[config.mk]
export PLATFORM = sky130hd
export DESIGN_NAME = pe_mac_seq
export DESIGN_NICKNAME = d
export VERILOG_FILES = /design/src/rtl/pe_pkg.sv /design/src/rtl/pe_mul_pipe.sv /design/src/rtl/pe_mac_seq.sv
export SDC_FILE = /design/constraint.sdc
export NUM_CORES = 2
export LEC_CHECK = 0
export CAP_MARGIN = 25
export CORE_ASPECT_RATIO = 0.5
export CORE_MARGIN = 8
export CORE_UTILIZATION = 55
export CTS_BUF_LIST = sky130_fd_sc_hd__clkbuf_8
export CTS_CLUSTER_SIZE = 12
export DETAILED_ROUTE_END_ITERATION = 6
export PLACE_DENSITY_LB_ADDON = 0.12
export RECOVER_POWER = 100
export SLEW_MARGIN = 20
export SYNTH_ARGS = -nofsm -noshare
export SYNTH_HDL_FRONTEND = slang
export SYNTH_HIERARCHICAL = 1
export SYNTH_SLANG_ARGS = --single-unit
[constraint.sdc]
create_clock -name aclk -period 6.51 [get_ports aclk]
set_input_delay 1.302 -clock aclk [delete_from_list [all_inputs] [get_ports aclk]]
set_output_delay 1.302 -clock aclk [all_outputs]
set_load 0.02 [all_outputs]
[src/rtl/pe_pkg.sv]
// Shared definitions for the processing-element MAC: FSM state codes,
// saturation bounds as functions of the accumulator width, and a
// parameter legality check used at elaboration.
package pe_pkg;

  localparam logic [1:0] S_IDLE  = 2'd0;
  localparam logic [1:0] S_RUN   = 2'd1;
  localparam logic [1:0] S_DRAIN = 2'd2;
  localparam logic [1:0] S_DONE  = 2'd3;

  // Largest signed value representable in w bits (low w bits are meaningful).
  function automatic logic [127:0] sat_max(input int w);
    return (128'd1 << (w - 1)) - 128'd1;
  endfunction

  // Smallest signed value representable in w bits (low w bits are meaningful).
  function automatic logic [127:0] sat_min(input int w);
    return ~sat_max(w);
  endfunction

  // The accumulator must hold a full product and the multiplier needs a stage.
  function automatic bit params_ok(input int data_w, input int acc_w, input int mul_lat);
    return (acc_w >= 2 * data_w) && (mul_lat >= 1);
  endfunction

endpackage

[src/rtl/pe_mul_pipe.sv]
// Pipelined signed multiplier with a matching valid shift register.
// Data registers carry no reset so the whole pipe can sit inside a DSP block;
// only the valid bits are reset.
module pe_mul_pipe #(
  parameter int DATA_W  = 16,
  parameter int MUL_LAT = 2
) (
  input  logic                       aclk,
  input  logic                       aresetn,
  input  logic signed [DATA_W-1:0]   a,
  input  logic signed [DATA_W-1:0]   b,
  input  logic                       in_valid,
  output logic signed [2*DATA_W-1:0] prod,
  output logic [MUL_LAT-1:0]         stage_valid
);

  logic signed [2*DATA_W-1:0] prod_r [MUL_LAT];
  logic [MUL_LAT-1:0]         vld_r;

  // Track which pipeline stages hold a live product
  always_ff @(posedge aclk) begin
    if (!aresetn) begin
      vld_r <= {MUL_LAT{1'b0}};
    end else begin
      vld_r[0] <= in_valid;
      for (int i = 1; i < MUL_LAT; i++) begin
        vld_r[i] <= vld_r[i-1];
      end
    end
  end

  // Multiply in the first stage, then carry the product down the pipe
  always_ff @(posedge aclk) begin
    prod_r[0] <= (2*DATA_W)'(a) * (2*DATA_W)'(b);
    for (int i = 1; i < MUL_LAT; i++) begin
      prod_r[i] <= prod_r[i-1];
    end
  end

  assign prod        = prod_r[MUL_LAT-1];
  assign stage_valid = vld_r;

endmodule

[src/rtl/pe_mac_seq.sv]
// Signed fixed-point dot-product processing element. Activations stream in
// on a valid/ready port and are paired with weights read from a local RAM
// at base+index (wrapping). Products accumulate with saturation and the
// result leaves on a valid/ready port with a sticky overflow flag.
module pe_mac_seq
  import pe_pkg::*;
#(
  parameter int DATA_W     = 16,
  parameter int ACC_W      = 40,
  parameter int L_RAM_SIZE = 6,
  parameter int MUL_LAT    = 2
) (
  input  logic                  aclk,
  input  logic                  aresetn,
  input  logic                  we,
  input  logic [L_RAM_SIZE-1:0] waddr,
  input  logic [DATA_W-1:0]     wdata,
  input  logic                  start,
  input  logic [L_RAM_SIZE-1:0] base,
  input  logic [L_RAM_SIZE:0]   len,
  input  logic                  keep,
  input  logic [DATA_W-1:0]     ain,
  input  logic                  ain_valid,
  output logic                  ain_ready,
  output logic [ACC_W-1:0]      dout,
  output logic                  dout_ovf,
  output logic                  dout_valid,
  input  logic                  dout_ready,
  output logic                  busy
);

  if (!params_ok(DATA_W, ACC_W, MUL_LAT)) begin : g_bad_params
    $error("pe_mac_seq: ACC_W must be >= 2*DATA_W and MUL_LAT >= 1");
  end

  localparam int                    DEPTH   = 1 << L_RAM_SIZE;
  localparam logic [ACC_W-1:0]      ACC_MAX = ACC_W'(sat_max(ACC_W));
  localparam logic [ACC_W-1:0]      ACC_MIN = ACC_W'(sat_min(ACC_W));
  localparam logic [L_RAM_SIZE:0]   CNT_ONE = {{L_RAM_SIZE{1'b0}}, 1'b1};

  logic [DATA_W-1:0]          ram [DEPTH];

  logic [1:0]                 state_r;
  logic [L_RAM_SIZE-1:0]      base_r;
  logic [L_RAM_SIZE:0]        len_r;
  logic [L_RAM_SIZE:0]        issued_r;
  logic signed [ACC_W-1:0]    acc_r;
  logic                       ovf_r;
  logic [ACC_W-1:0]           dout_r;
  logic                       dout_ovf_r;
  logic                       dout_valid_r;

  logic signed [DATA_W-1:0]   a_q_r;
  logic signed [DATA_W-1:0]   w_q_r;
  logic                       op_valid_r;

  logic                       ready_s;
  logic                       accept_s;
  logic                       start_go_s;
  logic [L_RAM_SIZE-1:0]      rd_addr_s;
  logic signed [2*DATA_W-1:0] prod_s;
  logic [MUL_LAT-1:0]         stage_valid_s;
  logic                       prod_valid_s;
  logic signed [ACC_W:0]      sum_s;
  logic signed [ACC_W-1:0]    acc_next_s;
  logic                       ovf_next_s;
  logic [MUL_LAT:0]           pending_s;
  logic                       drain_done_s;

  assign ready_s      = (state_r == S_RUN) && (issued_r < len_r);
  assign accept_s     = ain_valid && ready_s;
  assign start_go_s   = (state_r == S_IDLE) && start;
  assign rd_addr_s    = base_r + issued_r[L_RAM_SIZE-1:0];
  assign prod_valid_s = stage_valid_s[MUL_LAT-1];

  // Weight RAM write port, open in every state
  always_ff @(posedge aclk) begin
    if (we) begin
      ram[waddr] <= wdata;
    end
  end

  // Registered RAM read paired with the accepted activation (old data on collision)
  always_ff @(posedge aclk) begin
    if (accept_s) begin
      w_q_r <= ram[rd_addr_s];
      a_q_r <= ain;
    end
  end

  // Operand-pair valid feeding the multiplier
  always_ff @(posedge aclk) begin
    if (!aresetn) begin
      op_valid_r <= 1'b0;
    end else begin
      op_valid_r <= accept_s;
    end
  end

  pe_mul_pipe #(
    .DATA_W  (DATA_W),
    .MUL_LAT (MUL_LAT)
  ) u_mul (
    .aclk        (aclk),
    .aresetn     (aresetn),
    .a           (a_q_r),
    .b           (w_q_r),
    .in_valid    (op_valid_r),
    .prod        (prod_s),
    .stage_valid (stage_valid_s)
  );

  // Saturating accumulate of the product leaving the multiplier
  always_comb begin
    sum_s      = {acc_r[ACC_W-1], acc_r} + (ACC_W+1)'(prod_s);
    acc_next_s = acc_r;
    ovf_next_s = ovf_r;
    if (prod_valid_s) begin
      if (sum_s[ACC_W] != sum_s[ACC_W-1]) begin
        acc_next_s = sum_s[ACC_W] ? ACC_MIN : ACC_MAX;
        ovf_next_s = 1'b1;
      end else begin
        acc_next_s = sum_s[ACC_W-1:0];
      end
    end else begin
      acc_next_s = acc_r;
    end
  end

  // Drain finishes when only the product being accumulated now is left
  always_comb begin
    pending_s          = {stage_valid_s, op_valid_r};
    pending_s[MUL_LAT] = 1'b0;
    drain_done_s       = (pending_s == {(MUL_LAT+1){1'b0}});
  end

  // Accumulator and sticky overflow
  always_ff @(posedge aclk) begin
    if (!aresetn) begin
      acc_r <= {ACC_W{1'b0}};
      ovf_r <= 1'b0;
    end else if (start_go_s) begin
      acc_r <= keep ? acc_r : {ACC_W{1'b0}};
      ovf_r <= 1'b0;
    end else begin
      acc_r <= acc_next_s;
      ovf_r <= ovf_next_s;
    end
  end

  // Operation sequencing and result registers
  always_ff @(posedge aclk) begin
    if (!aresetn) begin
      state_r      <= S_IDLE;
      base_r       <= {L_RAM_SIZE{1'b0}};
      len_r        <= {(L_RAM_SIZE+1){1'b0}};
      issued_r     <= {(L_RAM_SIZE+1){1'b0}};
      dout_r       <= {ACC_W{1'b0}};
      dout_ovf_r   <= 1'b0;
      dout_valid_r <= 1'b0;
    end else begin
      case (state_r)
        S_IDLE: begin
          if (start) begin
            base_r   <= base;
            len_r    <= len;
            issued_r <= {(L_RAM_SIZE+1){1'b0}};
            if (len != {(L_RAM_SIZE+1){1'b0}}) begin
              state_r <= S_RUN;
            end else begin
              state_r      <= S_DONE;
              dout_r       <= keep ? acc_r : {ACC_W{1'b0}};
              dout_ovf_r   <= 1'b0;
              dout_valid_r <= 1'b1;
            end
          end
        end
        S_RUN: begin
          if (accept_s) begin
            issued_r <= issued_r + CNT_ONE;
            if ((issued_r + CNT_ONE) == len_r) begin
              state_r <= S_DRAIN;
            end
          end
        end
        S_DRAIN: begin
          if (drain_done_s) begin
            state_r      <= S_DONE;
            dout_r       <= acc_next_s;
            dout_ovf_r   <= ovf_next_s;
            dout_valid_r <= 1'b1;
          end
        end
        S_DONE: begin
          if (dout_ready) begin
            dout_valid_r <= 1'b0;
            state_r      <= S_IDLE;
          end
        end
        default: begin
          state_r <= S_IDLE;
        end
      endcase
    end
  end

  assign ain_ready  = ready_s;
  assign dout       = dout_r;
  assign dout_ovf   = dout_ovf_r;
  assign dout_valid = dout_valid_r;
  assign busy       = (state_r != S_IDLE);

endmodule
# Yosys cells after proc, flatten, opt, wreduce, memory -nomap -nowiden
# Memories as Yosys holds them, arrays and structs flattened. A register that Yosys moved wholly into a read port is not among the register bits.
# Index checks and enable logic that the tools add are counted.
dict set report totals {
  register_bits 124
  ramBits 1088
  inputBits 58
  output_inout_bits 44
  elab_cells 79
  mem_count 2
}
dict set report classes {
  addsub 3
  n_mul 1
  n_lt_le_gt_ge 1
  eq_ne 11
  muxes 32
  bitwise 1
  n_reduce_logical 16
}
# memory words width read_ports rd_ports_with_merged_regs wr line
set mem_list {}
lappend mem_list {ram 64 16 1 1 1 pe_mac_seq.sv:41} ;# logic [DATA_W-1:0] ram [DEPTH];
lappend mem_list {u_mul.prod_r 2 32 2 0 2 pe_mul_pipe.sv:17} ;# logic signed [2*DATA_W-1:0] prod_r [MUL_LAT];
# operator count
set op_table {}
lappend op_table {{40-bit two-way mux} 8}
lappend op_table {{40-bit one-hot mux with 2 select lines} 1}
lappend op_table {{40-bit by 32-bit adder with 41-bit output} 1}
lappend op_table {{16-bit by 16-bit multiplier with 32-bit output} 1}
lappend op_table {{7-bit two-way mux} 2}
lappend op_table {{7-bit one-hot mux with 2 select lines} 1}
lappend op_table {{2-bit two-way mux} 6}
lappend op_table {{1-bit two-way mux} 11}
lappend op_table {{2-bit inequality test, second input constant} 5}
lappend op_table {{5-bit AND reduction} 2}
lappend op_table {{2-bit one-hot mux with 4 select lines} 1}
lappend op_table {{7-bit by 1-bit adder with 7-bit output, second input constant} 1}
lappend op_table {{7-bit equality test} 1}
lappend op_table {{7-bit less-than comparator} 1}
lappend op_table {{7-bit nonzero test} 1}
lappend op_table {{6-bit adder} 1}
lappend op_table {{2-bit nonzero test} 3}
lappend op_table {{2-bit equality test, second input constant} 2}
lappend op_table {{2-bit zero test} 2}
lappend op_table {{4-bit AND reduction} 1}
lappend op_table {{1-bit logical AND} 3}
lappend op_table {{1-bit one-hot mux with 3 select lines} 1}
lappend op_table {{3-bit AND reduction} 1}
lappend op_table {{3-bit nonzero test} 1}
lappend op_table {{other kinds (7)} 7}

# Longest topological paths before layout
# An unclocked memory read counts as a cell.
dict set report logic_depth {
  word_depth 7
  mapped_depth 23
  ltp_nobuf 21
}

# Cells and area by module
# Netlist, hierarchy kept.
# mod instances cells_per_inst area_per_inst_um2 seq_area_each_um2
set by_module_without_submodules {}
lappend by_module_without_submodules {pe_mac_seq 1 2631 47956.0 33832.4}
lappend by_module_without_submodules {pe_mul_pipe 1 1168 11344.6 1321.3}

# Least setup slack after synthesis
# OpenSTA, ideal clock, no wires.
dict set report synth_timing {
  path_kind {reg2reg}
  start {register a_q_r[15]}
  end {memory u_mul/prod_r[0][31] (netlist name)}
  setup_ns 0.123
  t_arrival_ns 6.225
  required_time_ns 6.387
  setup_slack_ns 0.162
  path_stages_with_launch 21
  path_buffers 1
  synth_period_minus_slack_ns 6.348
  cell_sequence {edfxtp_1 clkbuf_1 nand2_1 inv_1 fa_1 fa_1 fa_1 fa_1 fa_1 inv_1 fa_1 inv_1 ha_1 and4_1 and2_4 a221o_1 a32o_1 a31o_1 or2_4 a221oi_2 xnor2_1}
}
# element line
set synth_rtl {}
lappend synth_rtl {{from (decl)} pe_mac_seq.sv:53} ;# logic signed [DATA_W-1:0] a_q_r;
lappend synth_rtl {{from (signal assigned)} pe_mac_seq.sv:87} ;# a_q_r <= ain;
lappend synth_rtl {{to (decl)} pe_mul_pipe.sv:17}

==> impl_metrics.toml <==
[critical_path]
reg2reg_from = "w_q_r[3]$_DFFE_PP_"
crit_type = "reg -> reg"
rrSetupSlack_ns = 0.24
crit_chain = "clkbuf_4 > buf_4 > and2_0 > fa_1 > fa_1 > ha_1 > inv_1 > fa_1 > fa_1 > fa_1 > inv_1 > ha_1 > and3_1 > a221oi_2 > a21oi_2 > and3_1 > a31o_1 > or2_4 > a221oi_2 > xnor2_1"
end_kind = "flop"
worst-path-max-fanout = 7
reg2regPathDepth = 20
critical-path-max-stage-delay_ns = 0.57
critPathRequiredTime_ns = 7.22
worstReg2RegEnd = "u_mul/prod_r[0][31]$_DFF_P_"
path_common_cell = "fa_1"
slowest_stage = "fa_1"
worstPathArrival_ns = 6.98
startpoint_type = "flop"

[cts]
cts.path.max_buffers = 3
cts_num_sinks = 1228
clk_latency_ns = 0.88
cts_hold_buf = 0
clock_tree.root_cell = "clkbuf_8"
cts_tree = "built"
cts-htree-levels = 4
cts_buffers = 169
path_clk_slew_ns = 0.07

[timing]
holdWs_ns = 0.293
final-max-slew-violation-count = 1255
setup_viol = 0
finClkSkew_ns = 0.0585
final_hold_viol_count = 0
post-route-min-period_ns = 6.27
tightest_slew_ns = 3.46
fin_crit_sh_pct = 96.3
max_freq_mhz = 160
relSlewSlack_pct = -130

[die]
io_pins = 102
die_area_um2 = 119000
die_x_um = 480
die_h_um = 248
coreArea_um2 = 107000
rows = 85
start_util_pct = 55.3

[route]
wl_um = 146000
drt_iter0_markers = 3405
routedWlPerCell_um = 26.0
num_vias = 33798
drc_errors = 0
via_per_inst = 6.04
drtPass1Iterations = 5
ant_nets = 0

[layout]
n_fill_cell = 8084
final_cell_mix = "edfxtp_1, inv_1, mux4_2"
synthToLayoutAreaGrowth_pct = 10.3
final_common_cell = "edfxtp_1"
multiInputGateArea_um2 = 22100
regArea_um2 = 35200
layout-drive-gt1-share_pct = 16.7
nets = 4485
post-route-util_pct = 61.0

[global_route]
track_usage_pct = 24.5
antenna_found_initial = 8
grt_max_degree = 78
grt_pass1_wl_um = 218000
overflow = 0
grt_pass1_vias = 34381

[logic_synthesis]
synthArstFlopShare_pct = 0
yosysWarnings = 6
synth_area_per_cell_um2 = 15.6
ys_ff_latch = 1228
ys_types = 88
syn-num-nets = 4261
synthCells = 3799
synth_edf_count = 1056
seq_area_frac_synth_pct = 59.3
synth_ff_type = "edfxtp_1"
netlist_area_um2 = 59300

[outcome]
status = "finished, violations left"
violations = "capacitance limit, slew limit"

[placement]
place_congestion = 0.909
port_buffers = 101
place_hpwl_um = 93200

[min_path]
worstHoldPathCells = 0
hp-start = "u_mul/prod_r[0][15]$_DFF_P_"
min_to = "u_mul/prod_r[0][47]$_DFF_P_"
hold_class = "reg -> reg"

[job]
cap_viol_max_count = 27
==> logic make-up after synthesis <==
group	after synthesis	share of synthesized area (%)
xor gates and xnor gates	82	1.22
and+or+nand+nor	698	5.66
AOI/OAI and AO/OA	500	5.59
buffers and inverters	533	3.65
muxes	343	12.5
adders and majority gates	415	12.1
DFF	1228	59.3
==> cells in the mapped netlist, types with 30 or more instances <==
library cell / number / area (um2)
ha_1: 140 / 1750
nand2_1: 250 / 938
a211oi_1: 41 / 308
nor3_1: 31 / 155
nand3_1: 35 / 175
a21o_1: 33 / 248
nor2_1: 141 / 529
fa_1: 264 / 5290
and2_1: 132 / 826
a21oi_1: 164 / 821
inv_1: 315 / 1180
xnor2_1: 51 / 447
buf_4: 33 / 248
o21ai_0: 88 / 440
xor2_1: 30 / 263
edfxtp_1: 1056 / 31700
clkbuf_1: 137 / 514
dfxtp_1: 172 / 3440
mux4_2: 320 / 7210
==> flip-flops by register name, summed over array words and instances (netlist names), 2 cells and up <==
register and flops:
a_q_r 16, acc_r 40, base_r 6, dout 40, issued_r 7, len_r 7
ram 1024, state_r 2, u_mul/prod_r 64, u_mul/stage_valid 2, w_q_r 16
==> critical path, delay by kind of cell (launching register included) <==
| kind | cells | cell delay, ns |
|---|---|---|
| adder cells (fa/ha/maj) | 7 | 3.02 |
| flip-flops | 1 | 0.53 |
| AND/OR/NAND/NOR | 4 | 0.89 |
| buffers and inverters | 4 | 0.44 |
| XOR/XNOR | 1 | 0.10 |
| AO/OA/AOI/OAI | 4 | 1.11 |
==> final cells by class <==
cell class                      instances  area share, %
Timing Repair Buffer                  270           3.03
Clock inverter                        133           1.30
Clock buffer                          172           3.62
Tap cell                             1435           2.74
Sequential cell                      1228           53.7
Inverter                              316           1.81
Multi-Input combinational cell       2038           33.8
Antenna cell                            1        0.00382
==> metal layers <==
layer	track usage (%)	vias up	wire length (um)
li1	-	14626	-
met1	34.9	17631	61800
met2	39.4	1344	69200
met3	4.64	197	11300
met4	6.77	0	3180
met5	0	-	0
==> per-stage QoR <==
step / cells / setup TNS (ns) / area [um2] / worst slack [ns]
floorplan: 3799 / 0 / 59300 / 0.162
global placement: 5262 / 0 / 62300 / 0.211
detailed placement: 5265 / 0 / 62400 / 0.112
CTS: 5570 / 0 / 65600 / 0.0841
global route: 5593 / -0.0109 / 65400 / -0.0109
finish: 5593 / 0 / 65400 / 0.244
==> worst max-delay path by stage <==
stage                                    from                           to  slack, ns  cells after the start
after floorplan           a_q_r[15]$_DFFE_PP_  u_mul/prod_r[0][31]$_DFF_P_       0.16                     20
after global placement     w_q_r[4]$_DFFE_PP_  u_mul/prod_r[0][31]$_DFF_P_       0.21                     20
after detailed placement   w_q_r[9]$_DFFE_PP_  u_mul/prod_r[0][31]$_DFF_P_       0.11                     21
after CTS                  w_q_r[9]$_DFFE_PP_  u_mul/prod_r[0][31]$_DFF_P_       0.08                     21
after global routing       w_q_r[3]$_DFFE_PP_  u_mul/prod_r[0][31]$_DFF_P_      -0.01                     20
final                      w_q_r[3]$_DFFE_PP_  u_mul/prod_r[0][31]$_DFF_P_       0.24                     20
==> repair_timing <==
| item | in CTS | in global routing |
|---|---|---|
| hold endpoints to repair | 0 | 0 |
| buffers inserted | 0 | 19 |
| resized for setup | 0 | 20 |
| endpoints found under the setup margin | 0 | 4 |
Power is not shown: default switching activity piles up to over one toggle a cycle in this logic, so the estimate is an artifact.
